===== config.mk =====
export PLATFORM = sky130hd
export DESIGN_NAME = reset_sequencer_flat
export DESIGN_NICKNAME = d
export VERILOG_FILES = /design/src/rtl/reset_pkg.sv /design/src/rtl/reset_sequencer_if.sv /design/src/rtl/reset_sync_chain.sv /design/src/rtl/reset_sequencer.sv /design/src/flat_wrapper.sv
export SDC_FILE = /design/constraint.sdc
export NUM_CORES = 1
export LEC_CHECK = 0
export BUFFER_PORTS_ARGS = -buffer_cell sky130_fd_sc_hd__clkbuf_2
export CAP_MARGIN = 10
export CORE_ASPECT_RATIO = 0.8
export CORE_MARGIN = 4
export CORE_UTILIZATION = 44
export CTS_CLUSTER_SIZE = 8
export DETAILED_ROUTE_END_ITERATION = 10
export PLACE_DENSITY = 0.61
export SKIP_CTS_REPAIR_TIMING = 1
export SLEW_MARGIN = 0
export SYNTH_ARGS = -nofsm -noshare
export SYNTH_HDL_FRONTEND = slang
export SYNTH_SLANG_ARGS = --single-unit

===== constraint.sdc =====
create_clock -name clk -period 5.6 [get_ports clk]
set_input_delay 0.56 -clock clk [delete_from_list [all_inputs] [get_ports clk]]
set_output_delay 0.56 -clock clk [all_outputs]
set_load 0.005 [all_outputs]

===== src/rtl/reset_pkg.sv =====
// ---------------------------------------------------------------------------
// reset_pkg
// Shared definitions for the reset sequencer:
//   state_t  - sequencer states (SYNC, STRETCH, RELEASE, RUN)
//   bits_for - number of bits needed to hold a non-negative value (min 1)
// ---------------------------------------------------------------------------
package reset_pkg;

  typedef enum logic [1:0] {
    SYNC    = 2'd0,
    STRETCH = 2'd1,
    RELEASE = 2'd2,
    RUN     = 2'd3
  } state_t;

  // Width of a register that must hold values 0..max_val.
  function automatic int bits_for(input int max_val);
    int w;
    w = 1;
    while ((1 << w) <= max_val) w++;
    return w;
  endfunction

endpackage


===== src/rtl/reset_sequencer_if.sv =====
// ---------------------------------------------------------------------------
// reset_sequencer_if
// Bundles the domain reset outputs of the sequencer.
//   rst_n      [CHANNELS]  active-low domain resets, bit 0 released first
//   done                   all domains released
//   sw_rst_req             software reset request (only when
//                          RESET_SEQUENCER_SW_RESET_EN is defined)
// master: the sequencer; slave: the consumer of the resets.
// ---------------------------------------------------------------------------
interface reset_sequencer_if #(
  parameter int CHANNELS = 3
);
  logic [CHANNELS-1:0] rst_n;
  logic                done;
`ifdef RESET_SEQUENCER_SW_RESET_EN
  logic                sw_rst_req;

  modport master (output rst_n, output done, input  sw_rst_req);
  modport slave  (input  rst_n, input  done, output sw_rst_req);
`else
  modport master (output rst_n, output done);
  modport slave  (input  rst_n, input  done);
`endif
endinterface


===== src/rtl/reset_sync_chain.sv =====
// ---------------------------------------------------------------------------
// reset_sync_chain
// Reset-release synchronizer: clears asynchronously on rst, then shifts in
// ones so the output rises STAGES clock edges after rst drops.
//   clk   in   clock
//   rst   in   asynchronous active-high clear
//   q     out  synchronized "reset released" flag (last stage)
// ---------------------------------------------------------------------------
module reset_sync_chain #(
  parameter int STAGES = 2
) (
  input  logic clk,
  input  logic rst,
  output logic q
);

  logic [STAGES-1:0] chain;

  always_ff @(posedge clk or posedge rst) begin
    if (rst) chain <= '0;
    else     chain <= {chain[STAGES-2:0], 1'b1};
  end

  assign q = chain[STAGES-1];

endmodule


===== src/rtl/reset_sequencer.sv =====
// ---------------------------------------------------------------------------
// reset_sequencer
// Synchronizes an asynchronous active-high reset, stretches it by
// STRETCH_CYCLES and releases CHANNELS active-low reset domains in order,
// STAGGER_CYCLES apart.
//   clk       in   system clock
//   asyncrst  in   asynchronous active-high reset (async assert, sync release)
//   bus       master modport of reset_sequencer_if (rst_n, done, sw_rst_req)
// Optional feature macro: RESET_SEQUENCER_SW_RESET_EN adds the software
// reset request, which re-runs stretch and release without touching the
// input synchronizer.
// ---------------------------------------------------------------------------
module reset_sequencer
  import reset_pkg::*;
#(
  parameter int SYNC_STAGES    = 2,
  parameter int CHANNELS       = 3,
  parameter int STRETCH_CYCLES = 16,
  parameter int STAGGER_CYCLES = 4
) (
  input  logic              clk,
  input  logic              asyncrst,
  reset_sequencer_if.master bus
);

  localparam int CNT_MAX = (STRETCH_CYCLES > STAGGER_CYCLES) ? STRETCH_CYCLES
                                                             : STAGGER_CYCLES;
  localparam int CNT_W   = bits_for(CNT_MAX);
  localparam int IDX_W   = bits_for(CHANNELS - 1);

  localparam logic [CNT_W-1:0] STRETCH_LD = CNT_W'(STRETCH_CYCLES);
  localparam logic [CNT_W-1:0] STAGGER_LD = CNT_W'(STAGGER_CYCLES);

  logic                sync_out;
  state_t              state_q, state_nxt;
  logic [CNT_W-1:0]    cnt_q, cnt_nxt;
  logic [IDX_W-1:0]    idx_q, idx_nxt;
  logic [CHANNELS-1:0] rst_n_q, rst_n_nxt;
  logic                done_q, done_nxt;

  reset_sync_chain #(
    .STAGES (SYNC_STAGES)
  ) u_sync (
    .clk (clk),
    .rst (asyncrst),
    .q   (sync_out)
  );

  always_ff @(posedge clk or posedge asyncrst) begin
    if (asyncrst) begin
      state_q <= SYNC;
      cnt_q   <= '0;
      idx_q   <= '0;
      rst_n_q <= '0;
      done_q  <= 1'b0;
    end else begin
      state_q <= state_nxt;
      cnt_q   <= cnt_nxt;
      idx_q   <= idx_nxt;
      rst_n_q <= rst_n_nxt;
      done_q  <= done_nxt;
    end
  end

  always_comb begin
    state_nxt = state_q;
    cnt_nxt   = cnt_q;
    idx_nxt   = idx_q;
    rst_n_nxt = rst_n_q;
    done_nxt  = done_q;

    unique case (state_q)
      SYNC: begin
        if (sync_out) begin
          state_nxt = STRETCH;
          cnt_nxt   = STRETCH_LD;
        end
      end

      // The zero-count edge is part of the stretch, so the first release
      // lands STRETCH_CYCLES+1 edges after the load.
      STRETCH: begin
        if (cnt_q != '0) begin
          cnt_nxt = cnt_q - CNT_W'(1);
        end else begin
          idx_nxt = '0;
          if (STAGGER_CYCLES == 0 || CHANNELS == 1) begin
            rst_n_nxt = '1;
            done_nxt  = 1'b1;
            state_nxt = RUN;
          end else begin
            rst_n_nxt = CHANNELS'(1);
            cnt_nxt   = STAGGER_LD;
            state_nxt = RELEASE;
          end
        end
      end

      // Releases are exactly STAGGER_CYCLES apart: the edge that would take
      // the counter from 1 to 0 releases the next channel instead.
      RELEASE: begin
        if (cnt_q > CNT_W'(1)) begin
          cnt_nxt = cnt_q - CNT_W'(1);
        end else begin
          idx_nxt   = idx_q + IDX_W'(1);
          rst_n_nxt = CHANNELS'({rst_n_q, 1'b1});
          cnt_nxt   = STAGGER_LD;
          if (rst_n_nxt[CHANNELS-1]) begin
            done_nxt  = 1'b1;
            cnt_nxt   = '0;
            state_nxt = RUN;
          end
        end
      end

      RUN: ;

      default: state_nxt = SYNC;
    endcase

`ifdef RESET_SEQUENCER_SW_RESET_EN
    // Software restart re-enters the stretch; the synchronizer is untouched.
    if (bus.sw_rst_req && state_q != SYNC) begin
      state_nxt = STRETCH;
      cnt_nxt   = STRETCH_LD;
      idx_nxt   = '0;
      rst_n_nxt = '0;
      done_nxt  = 1'b0;
    end
`endif
  end

  assign bus.rst_n = rst_n_q;
  assign bus.done  = done_q;

endmodule


===== src/flat_wrapper.sv =====
// flat-port wrapper written by rule: the top's interface ports become plain ports
module reset_sequencer_flat import reset_pkg::*;
#(
  parameter int SYNC_STAGES    = 2,
  parameter int CHANNELS       = 3,
  parameter int STRETCH_CYCLES = 16,
  parameter int STAGGER_CYCLES = 4
)
  (clk, asyncrst, bus_rst_n, bus_done);
  reset_sequencer_if #(.CHANNELS(CHANNELS)) bus_i ();
  input  logic clk;
  input  logic asyncrst;
  output wire logic [$bits(bus_i.rst_n)-1:0] bus_rst_n;
  output wire logic [$bits(bus_i.done)-1:0] bus_done;
  assign bus_rst_n = bus_i.rst_n;
  assign bus_done = bus_i.done;
  reset_sequencer #(.SYNC_STAGES(SYNC_STAGES), .CHANNELS(CHANNELS), .STRETCH_CYCLES(STRETCH_CYCLES), .STAGGER_CYCLES(STAGGER_CYCLES)) u_core (.clk(clk), .asyncrst(asyncrst), .bus(bus_i));
endmodule

==> flow_summary.ini, run 1 <==
[outcome]
status = finished, final reports clean

[synthesis]
synth_area_leaders = dfrtp_1 40%, ha_1 12%, o21ai_0 3.7%
syn_inst = 79
ys_ff_latch = 13
syn_area_um2 = 815
synth_nets = 89
synth_cell_type_count = 37
yosysMostFrequentCell = dfrtp_1
avgSynthCellArea_um2 = 10.3
synthFlopType = dfrtp_1
synth-edff-count = 0
ys_seq_area_frac = 0.399
async_reset_ff_frac = 1.00
synth_top_area_frac = 0.399
yosys.area.top_type = dfrtp_1
synth_commonest_cells = 13 x dfrtp_1, 8 x ha_1, 8 x nand2_1
yosysWarnings = 0

[critical_path]
path_class = flip-flop to flip-flop
critPathTopFamily = simple AND/OR/NAND/NOR gates
timing.rr.start = u_core.state_q[1]$_DFFE_PP0P_
critPathArrivalTime_ns = 2.10
critPathCaptureType = flip-flop
r2r_end = u_core.state_q[1]$_DFFE_PP0P_
cpPeakStageDelay_ns = 0.41
r2r_slack_ns = 3.66
worstPathMaxFanout = 8
crit_slowest_cell = dfrtp_1
cp.required_ns = 5.76
crit_buf_inv = 1
startpoint_type = flip-flop
rr_worst_depth = 6
crit_chain = inv_1 > ha_1 > nor2b_1 > or2_2 > a2111oi_4 > mux2_4

[clock_tree]
clk_pin_slew_ns = 0.08
clock_tree.root_cell = clkbuf_4
clockBufferDepth = 2
clk-insertion-delay-late_ns = 0.28
cts_tree = built
clock_sinks = 13
cts_made_buffers = 3
htreeDepth = 1

[timing]
rsz0062_at_grt = no
finalClockSkew_ns = 0.00510
finalMaxSlewViolations = 0
tns_ns = 0
finalCriticalPeriod_ns = 1.94
setup_viol = 0
min_period_over_period = 0.346
fmax_ghz = 0.516
hold_viol = 0
whs_ns = 0.269

[floorplanning]
die_w_um = 56.1
coreArea_um2 = 1690
start_util = 0.482
dieArea_um2 = 2610
die_h_um = 46.5
io_pins = 6
num_rows = 13

[drt]
dr.pass1.iters = 3
drt_iter0_markers = 7
routedWlPerCell_um = 13.2
drc = 0
viasPerCell = 5.20
drt-total-wl_um = 1420
antenna_left = 0
vias = 562

[cells_and_area]
layout-drive-gt1-share = 0.221
layout.nets = 97
area_growth_pct = 7.83
fill_cells = 167
fin_area_um2 = 878
n_antenna_cell = 0

[global_routing]
antenna_found_initial = 0
first_global_vias = 547
grt_pass1_wl_um = 2430
grtUsageTotal = 0.129
grt_overflow = 0
grt_max_degree = 14

[worst_hold_path]
hold_path.class = input pin to asynchronous set/reset pin

[placement]
routabilityCongestion = 0.760
dp_hpwl_um = 1080
portBuffers = 5
placed_area_um2 = 851

[power_and_ir_drop]
p_per_area_nw_per_um2 = 590
p_leak_nw = 0.403
peakVddDrop_mv = 0.279

[flow_run]
cap_viol_max_count = 0
worst max path at each step:
stage,start,endpoint,cells after the start
6_report,u_core.state_q[1]$_DFFE_PP0P_,u_core.state_q[1]$_DFFE_PP0P_,6
5_1_grt,u_core.cnt_q[1]$_DFFE_PP0P_,u_core.state_q[1]$_DFFE_PP0P_,6
4_1_cts,u_core.state_q[0]$_DFFE_PP0P_,u_core.state_q[1]$_DFFE_PP0P_,6
3_5_place_dp,u_core.state_q[0]$_DFFE_PP0P_,u_core.state_q[1]$_DFFE_PP0P_,6
3_3_place_gp,u_core.state_q[0]$_DFFE_PP0P_,u_core.state_q[1]$_DFFE_PP0P_,6
2_1_floorplan,u_core.state_q[0]$_DFFE_PP0P_,u_core.state_q[1]$_DFFE_PP0P_,7
kinds of logic (layout without fill, tap and decap cells):
kind of cell,Yosys count,after routing,share of synthesized area
flops,13,13,0.399
buf+inv,9,16,0.0522
fa+ha+maj,8,8,0.123
simple gates,24,24,0.171
compound gates,21,21,0.209
mux,2,2,0.0307
other cells,1,1,0.00460
xor+xnor,1,1,0.0108
routing by layer:
metal  vias to the layer above  wire [um]  GRT usage
li1                        295          -          -
met1                       256        673      0.147
met2                         9        661      0.221
met3                         2         73     0.0588
met4                         0         13     0.0427
met5                         -          0          0
layout by cell type (no fill, tap or decap), types with 2 or more instances in the layout:
master	synthesis	layout
clkbuf_2	1	5
clkbuf_4	0	3
dfrtp_1	13	13
ha_1	8	8
inv_1	7	7
nand2_1	8	8
nor2_1	2	2
nor3_1	2	2
o21ai_0	6	6
o22ai_1	2	2
o31ai_1	2	2
or2_2	2	2
area by class of cell:
class,count,area [um2],share of cell area
clock buffer,3,22.5,0.0256
clock inverter,1,5.00,0.00570
inverter,7,26.3,0.0299
multi-input combinational,57,447,0.509
sequential,13,325,0.370
tap,22,27.5,0.0313
timing repair buffer,5,25.0,0.0285
power breakdown:
part           internal [mW]  leakage, nW  switching (mW)
Clock                 0.0265       0.0177          0.0300
Sequential             0.126        0.158          0.0354
Combinational          0.139        0.227           0.162
flip-flops by register name (all words and copies together), names as in the netlist:
| name | count |
|---|---|
| u_core.cnt_q | 5 |
| u_core.bus.rst_n | 3 |
| u_core.state_q | 2 |
| u_core.u_sync.chain | 2 |
| u_core.bus.done | 1 |
per-stage QoR:
| stage | setup WS, ns | util | cells | total power, mW |
|---|---|---|---|---|
| after floorplan | 3.72 | - | 79 | 0.404 |
| after global placement | 3.70 | 0.503 | 104 | 0.461 |
| after detailed placement | 3.70 | 0.503 | 104 | 0.462 |
| after CTS | 3.65 | 0.519 | 108 | 0.526 |
| after global routing | 3.52 | 0.519 | 108 | 0.571 |
| final | 3.66 | 0.519 | 108 | 0.518 |
Note: power is estimated with default switching activity, not from simulation.
==> inputs of run 2 (changes only) <==
==> constraint.sdc (replaced) <==
create_clock -name clk -period 1.9 [get_ports clk]
set_input_delay 0.19 -clock clk [delete_from_list [all_inputs] [get_ports clk]]
set_output_delay 0.19 -clock clk [all_outputs]
set_load 0.005 [all_outputs]
==> flow_summary.ini, run 2 (synthesis results as in run 1) <==
[floorplanning]
coreArea_um2 = 1690
start_util = 0.482
io_pins = 6
die_w_um = 56.1
die_h_um = 46.5
num_rows = 13
dieArea_um2 = 2610

[cells_and_area]
largest_register = u_core.cnt_q
final_cell_mix = 13 x dfrtp_1, 9 x buf_4, 8 x nand2_1, 6 x o21ai_0, 6 x ha_1
final_core_util = 0.573
layout.nets = 107
area_growth_pct = 19.0
fill_cells = 146
largest_reg_flops = 5
n_antenna_cell = 0
instances_no_fill = 118
layout-drive-gt1-share = 0.333
final_common_cell = dfrtp_1
fin_area_um2 = 970

[timing]
whs_ns = 0.350
rsz0062_at_grt = yes
finalCriticalPeriod_ns = 1.86
hold_viol = 0
worst_slack_ns = 0.0397
finalMaxSlewViolations = 0
fmax_ghz = 0.538
tns_ns = 0
min_period_over_period = 0.979
setup_viol = 0
finalClockSkew_ns = 0.00338

[drt]
drt_iter0_markers = 4
routedWlPerCell_um = 12.8
viasPerCell = 5.24
drt-total-wl_um = 1510
vias = 618
dr.pass1.iters = 3
drc = 0
antenna_left = 0

[critical_path]
cp.required_ns = 2.07
path_class = flip-flop to flip-flop
critPathArrivalTime_ns = 2.03
startpoint_type = flip-flop
worstPathMaxFanout = 4
critPathCaptureType = flip-flop

[placement]
dp_hpwl_um = 1130
portBuffers = 5
placed_cells = 109
routabilityCongestion = 0.810
placed_area_um2 = 888
place_ws_ns = 0.0603

[outcome]
status = finished, final reports clean

[global_routing]
first_global_vias = 584
grtUsageTotal = 0.135
grt_max_degree = 14
grt_overflow = 0
antenna_found_initial = 0
grt_pass1_wl_um = 2610

[power_and_ir_drop]
peakVddDrop_mv = 0.737
p_per_area_nw_per_um2 = 1750
p_total_mw = 1.70
p_leak_nw = 0.444

[clock_tree]
clk-insertion-delay-late_ns = 0.28
clock_tree.root_cell = clkbuf_4
cts_made_buffers = 3
clock_sinks = 13
clockBufferDepth = 2
cts_tree = built
htreeDepth = 1
clk_pin_slew_ns = 0.07

[worst_hold_path]
hold_path.class = flip-flop to flip-flop

[flow_run]
cap_viol_max_count = 0
run 2: worst max-delay path: stages (launching register included):
cell       delay [ns]
dfrtp_1          0.42
inv_2            0.07
ha_1             0.18
nor2b_4          0.13
or2_4            0.24
a2111oi_4        0.38
mux2_4           0.33
run 2: area by class of cell:
| class | count | area [um2] | area share |
|---|---|---|---|
| Multi-Input combinational cell | 57 | 462 | 0.476 |
| Sequential cell | 13 | 325 | 0.335 |
| Timing Repair Buffer | 15 | 103 | 0.106 |
| Tap cell | 22 | 27.5 | 0.0284 |
| Clock buffer | 4 | 26.3 | 0.0271 |
| Inverter | 7 | 26.3 | 0.0271 |
run 2: final timing paths:
kind                                                          to  slack [ns]                              from  cells after the start
worst min-delay path            u_core.u_sync.chain[1]$_DFF_PP0_        0.35  u_core.u_sync.chain[0]$_DFF_PP0_                      0
worst min register to register  u_core.u_sync.chain[1]$_DFF_PP0_        0.35  u_core.u_sync.chain[0]$_DFF_PP0_                      0
worst max register to register     u_core.state_q[1]$_DFFE_PP0P_        0.04     u_core.state_q[1]$_DFFE_PP0P_                      6
max in group asynchronous       u_core.u_sync.chain[0]$_DFF_PP0_        1.12                          asyncrst                      3
worst max-delay path               u_core.state_q[1]$_DFFE_PP0P_        0.04     u_core.state_q[1]$_DFFE_PP0P_                      6
min in group asynchronous          u_core.state_q[1]$_DFFE_PP0P_        0.45                          asyncrst                      3
run 2: report_power, final:
group	switching, mW	internal, mW	leakage, nW
logic	0.517	0.542	0.271
registers	0.0943	0.372	0.158
clock network	0.0881	0.0816	0.0150
run 2: metal layers:
metal | track usage | up-vias | wire length (um)
met4 | 0.0427 | 0 | 19
met2 | 0.207 | 9 | 650
li1 | - | 316 | -
met3 | 0.0588 | 3 | 65
met5 | 0 | - | 0
met1 | 0.173 | 290 | 779
==> inputs of run 3 (changes only) <==
--- a/config.mk
+++ b/config.mk
@@ -9,10 +9,11 @@
 export CAP_MARGIN = 10
 export CORE_ASPECT_RATIO = 0.8
 export CORE_MARGIN = 4
-export CORE_UTILIZATION = 44
+export CORE_UTILIZATION = 33
 export CTS_CLUSTER_SIZE = 8
 export DETAILED_ROUTE_END_ITERATION = 10
-export PLACE_DENSITY = 0.61
+export PLACE_DENSITY = 0.49
+export RECOVER_POWER = 100
 export SKIP_CTS_REPAIR_TIMING = 1
 export SLEW_MARGIN = 0
 export SYNTH_ARGS = -nofsm -noshare
==> flow_summary.ini, run 3 (synthesis results as in run 1) <==
[drt]
routedWlPerCell_um = 13.3
drt_iter0_markers = 34
wl_met1_um = 856
drt-total-wl_um = 1620
viasPerCell = 5.14
dr_wl_met2_um = 699
wl_met3_um = 68
highest_layer = met3
drc = 0
antenna_left = 0
vias = 627
dr.pass1.iters = 4

[cells_and_area]
layout-drive-gt1-share = 0.330
final_common_cell = dfrtp_1
largest_reg_flops = 5
n_antenna_cell = 0
largest_register = u_core.cnt_q
final_cell_mix = 13 x dfrtp_1, 9 x buf_4, 8 x nand2_1, 6 x inv_1, 6 x o21ai_0
layout.nets = 108
area_growth_pct = 21.8

[critical_path]
crit_chain = buf_4 > ha_2 > or2_4 > a2111oi_4 > mux2_4
critPathArrivalTime_ns = 2.00
startpoint_type = flip-flop
r2r_slack_ns = 0.07
cp.required_ns = 2.07
critPathCaptureType = flip-flop
crit_slowest_cell = dfrtp_1
critPathTopFamily = flip-flops
crit_buf_inv = 1
critPathLaunch = u_core.state_q[1]$_DFFE_PP0P_
r2r_end = u_core.state_q[1]$_DFFE_PP0P_
worstPathMaxFanout = 3
timing.rr.start = u_core.state_q[1]$_DFFE_PP0P_
rr_worst_depth = 5
cpPeakStageDelay_ns = 0.42
path_class = flip-flop to flip-flop

[clock_tree]
clock_sinks = 13
htreeDepth = 1
clock_tree.root_cell = clkbuf_4
cts_made_buffers = 3
clk-insertion-delay-late_ns = 0.28
cts_tree = built
clockBufferDepth = 2
clk_pin_slew_ns = 0.08

[global_routing]
grt_pass1_wl_um = 2830
grt_max_degree = 14
grt_overflow = 0
antenna_found_initial = 0
first_global_vias = 589
grtUsageTotal = 0.111

[timing]
fmax_ghz = 0.546
min_period_over_period = 0.964
hold_viol = 0
finalClockSkew_ns = 0.00709
finalMaxSlewViolations = 0
tns_ns = 0
finalCriticalPeriod_ns = 1.83
rsz0062_at_grt = no
setup_viol = 0

[power_and_ir_drop]
p_leak_nw = 0.447
p_total_mw = 1.75
peakVddDrop_mv = 0.665
p_per_area_nw_per_um2 = 1770

[floorplanning]
die_h_um = 52.4
die_w_um = 63.5
dieArea_um2 = 3330
io_pins = 6
start_util = 0.362
num_rows = 15
coreArea_um2 = 2250

[worst_hold_path]
min_path_cells = 0
hold_path.class = flip-flop to flip-flop
min_to = u_core.u_sync.chain[1]$_DFF_PP0_
worstHoldStart = u_core.u_sync.chain[0]$_DFF_PP0_

[placement]
dp_hpwl_um = 1220
portBuffers = 5
routabilityCongestion = 0.746

[flow_run]
cap_viol_max_count = 0

[outcome]
status = finished, final reports clean
[run 3: per-layer routing]
layer | global-route usage | vias up
met5 | 0 | -
met2 | 0.158 | 12
li1 | - | 317
met1 | 0.161 | 298
met4 | 0.0215 | 0
met3 | 0.0408 | 0
[run 3: per-stage QoR]
| step | cells | cell area, um2 | util | hold slack [ns] | setup slack [ns] |
|---|---|---|---|---|---|
| CTS | 118 | 933 | 0.414 | -0.0748 | 0.0470 |
| floorplan | 79 | 815 | - | 0.0670 | 0.0201 |
| global placement | 114 | 907 | 0.403 | 0.229 | 0.0924 |
| detailed placement | 114 | 907 | 0.403 | 0.235 | 0.0528 |
| finish | 122 | 992 | 0.441 | 0.361 | 0.0693 |
| global route | 122 | 992 | 0.441 | 0.369 | 0.00257 |
[run 3: layout make-up]
cell class	count	area (um2)
inverters	7	26.3
flip-flops and latches	13	325
clock buffers	4	26.3
fillers	226	1260
repair buffers	16	105
well taps	25	31.3
multi-input cells	57	478
[run 3: worst max path at each step]
stage,endpoint,slack (ns),depth (start not counted)
CTS,u_core.state_q[1]$_DFFE_PP0P_,0.05,6
global route,u_core.state_q[1]$_DFFE_PP0P_,0.003,6
finish,u_core.state_q[1]$_DFFE_PP0P_,0.07,5
detailed placement,u_core.state_q[1]$_DFFE_PP0P_,0.05,6
floorplan,u_core.state_q[1]$_DFFE_PP0P_,0.02,7
global placement,u_core.state_q[1]$_DFFE_PP0P_,0.09,6
[run 3: power by group]
| part | switching, mW | total, mW | internal (mW) | leakage [nW] |
|---|---|---|---|---|
| Sequential | 0.0781 | 0.450 | 0.372 | 0.158 |
| Clock | 0.0885 | 0.170 | 0.0814 | 0.0150 |
| Combinational | 0.564 | 1.13 | 0.570 | 0.274 |
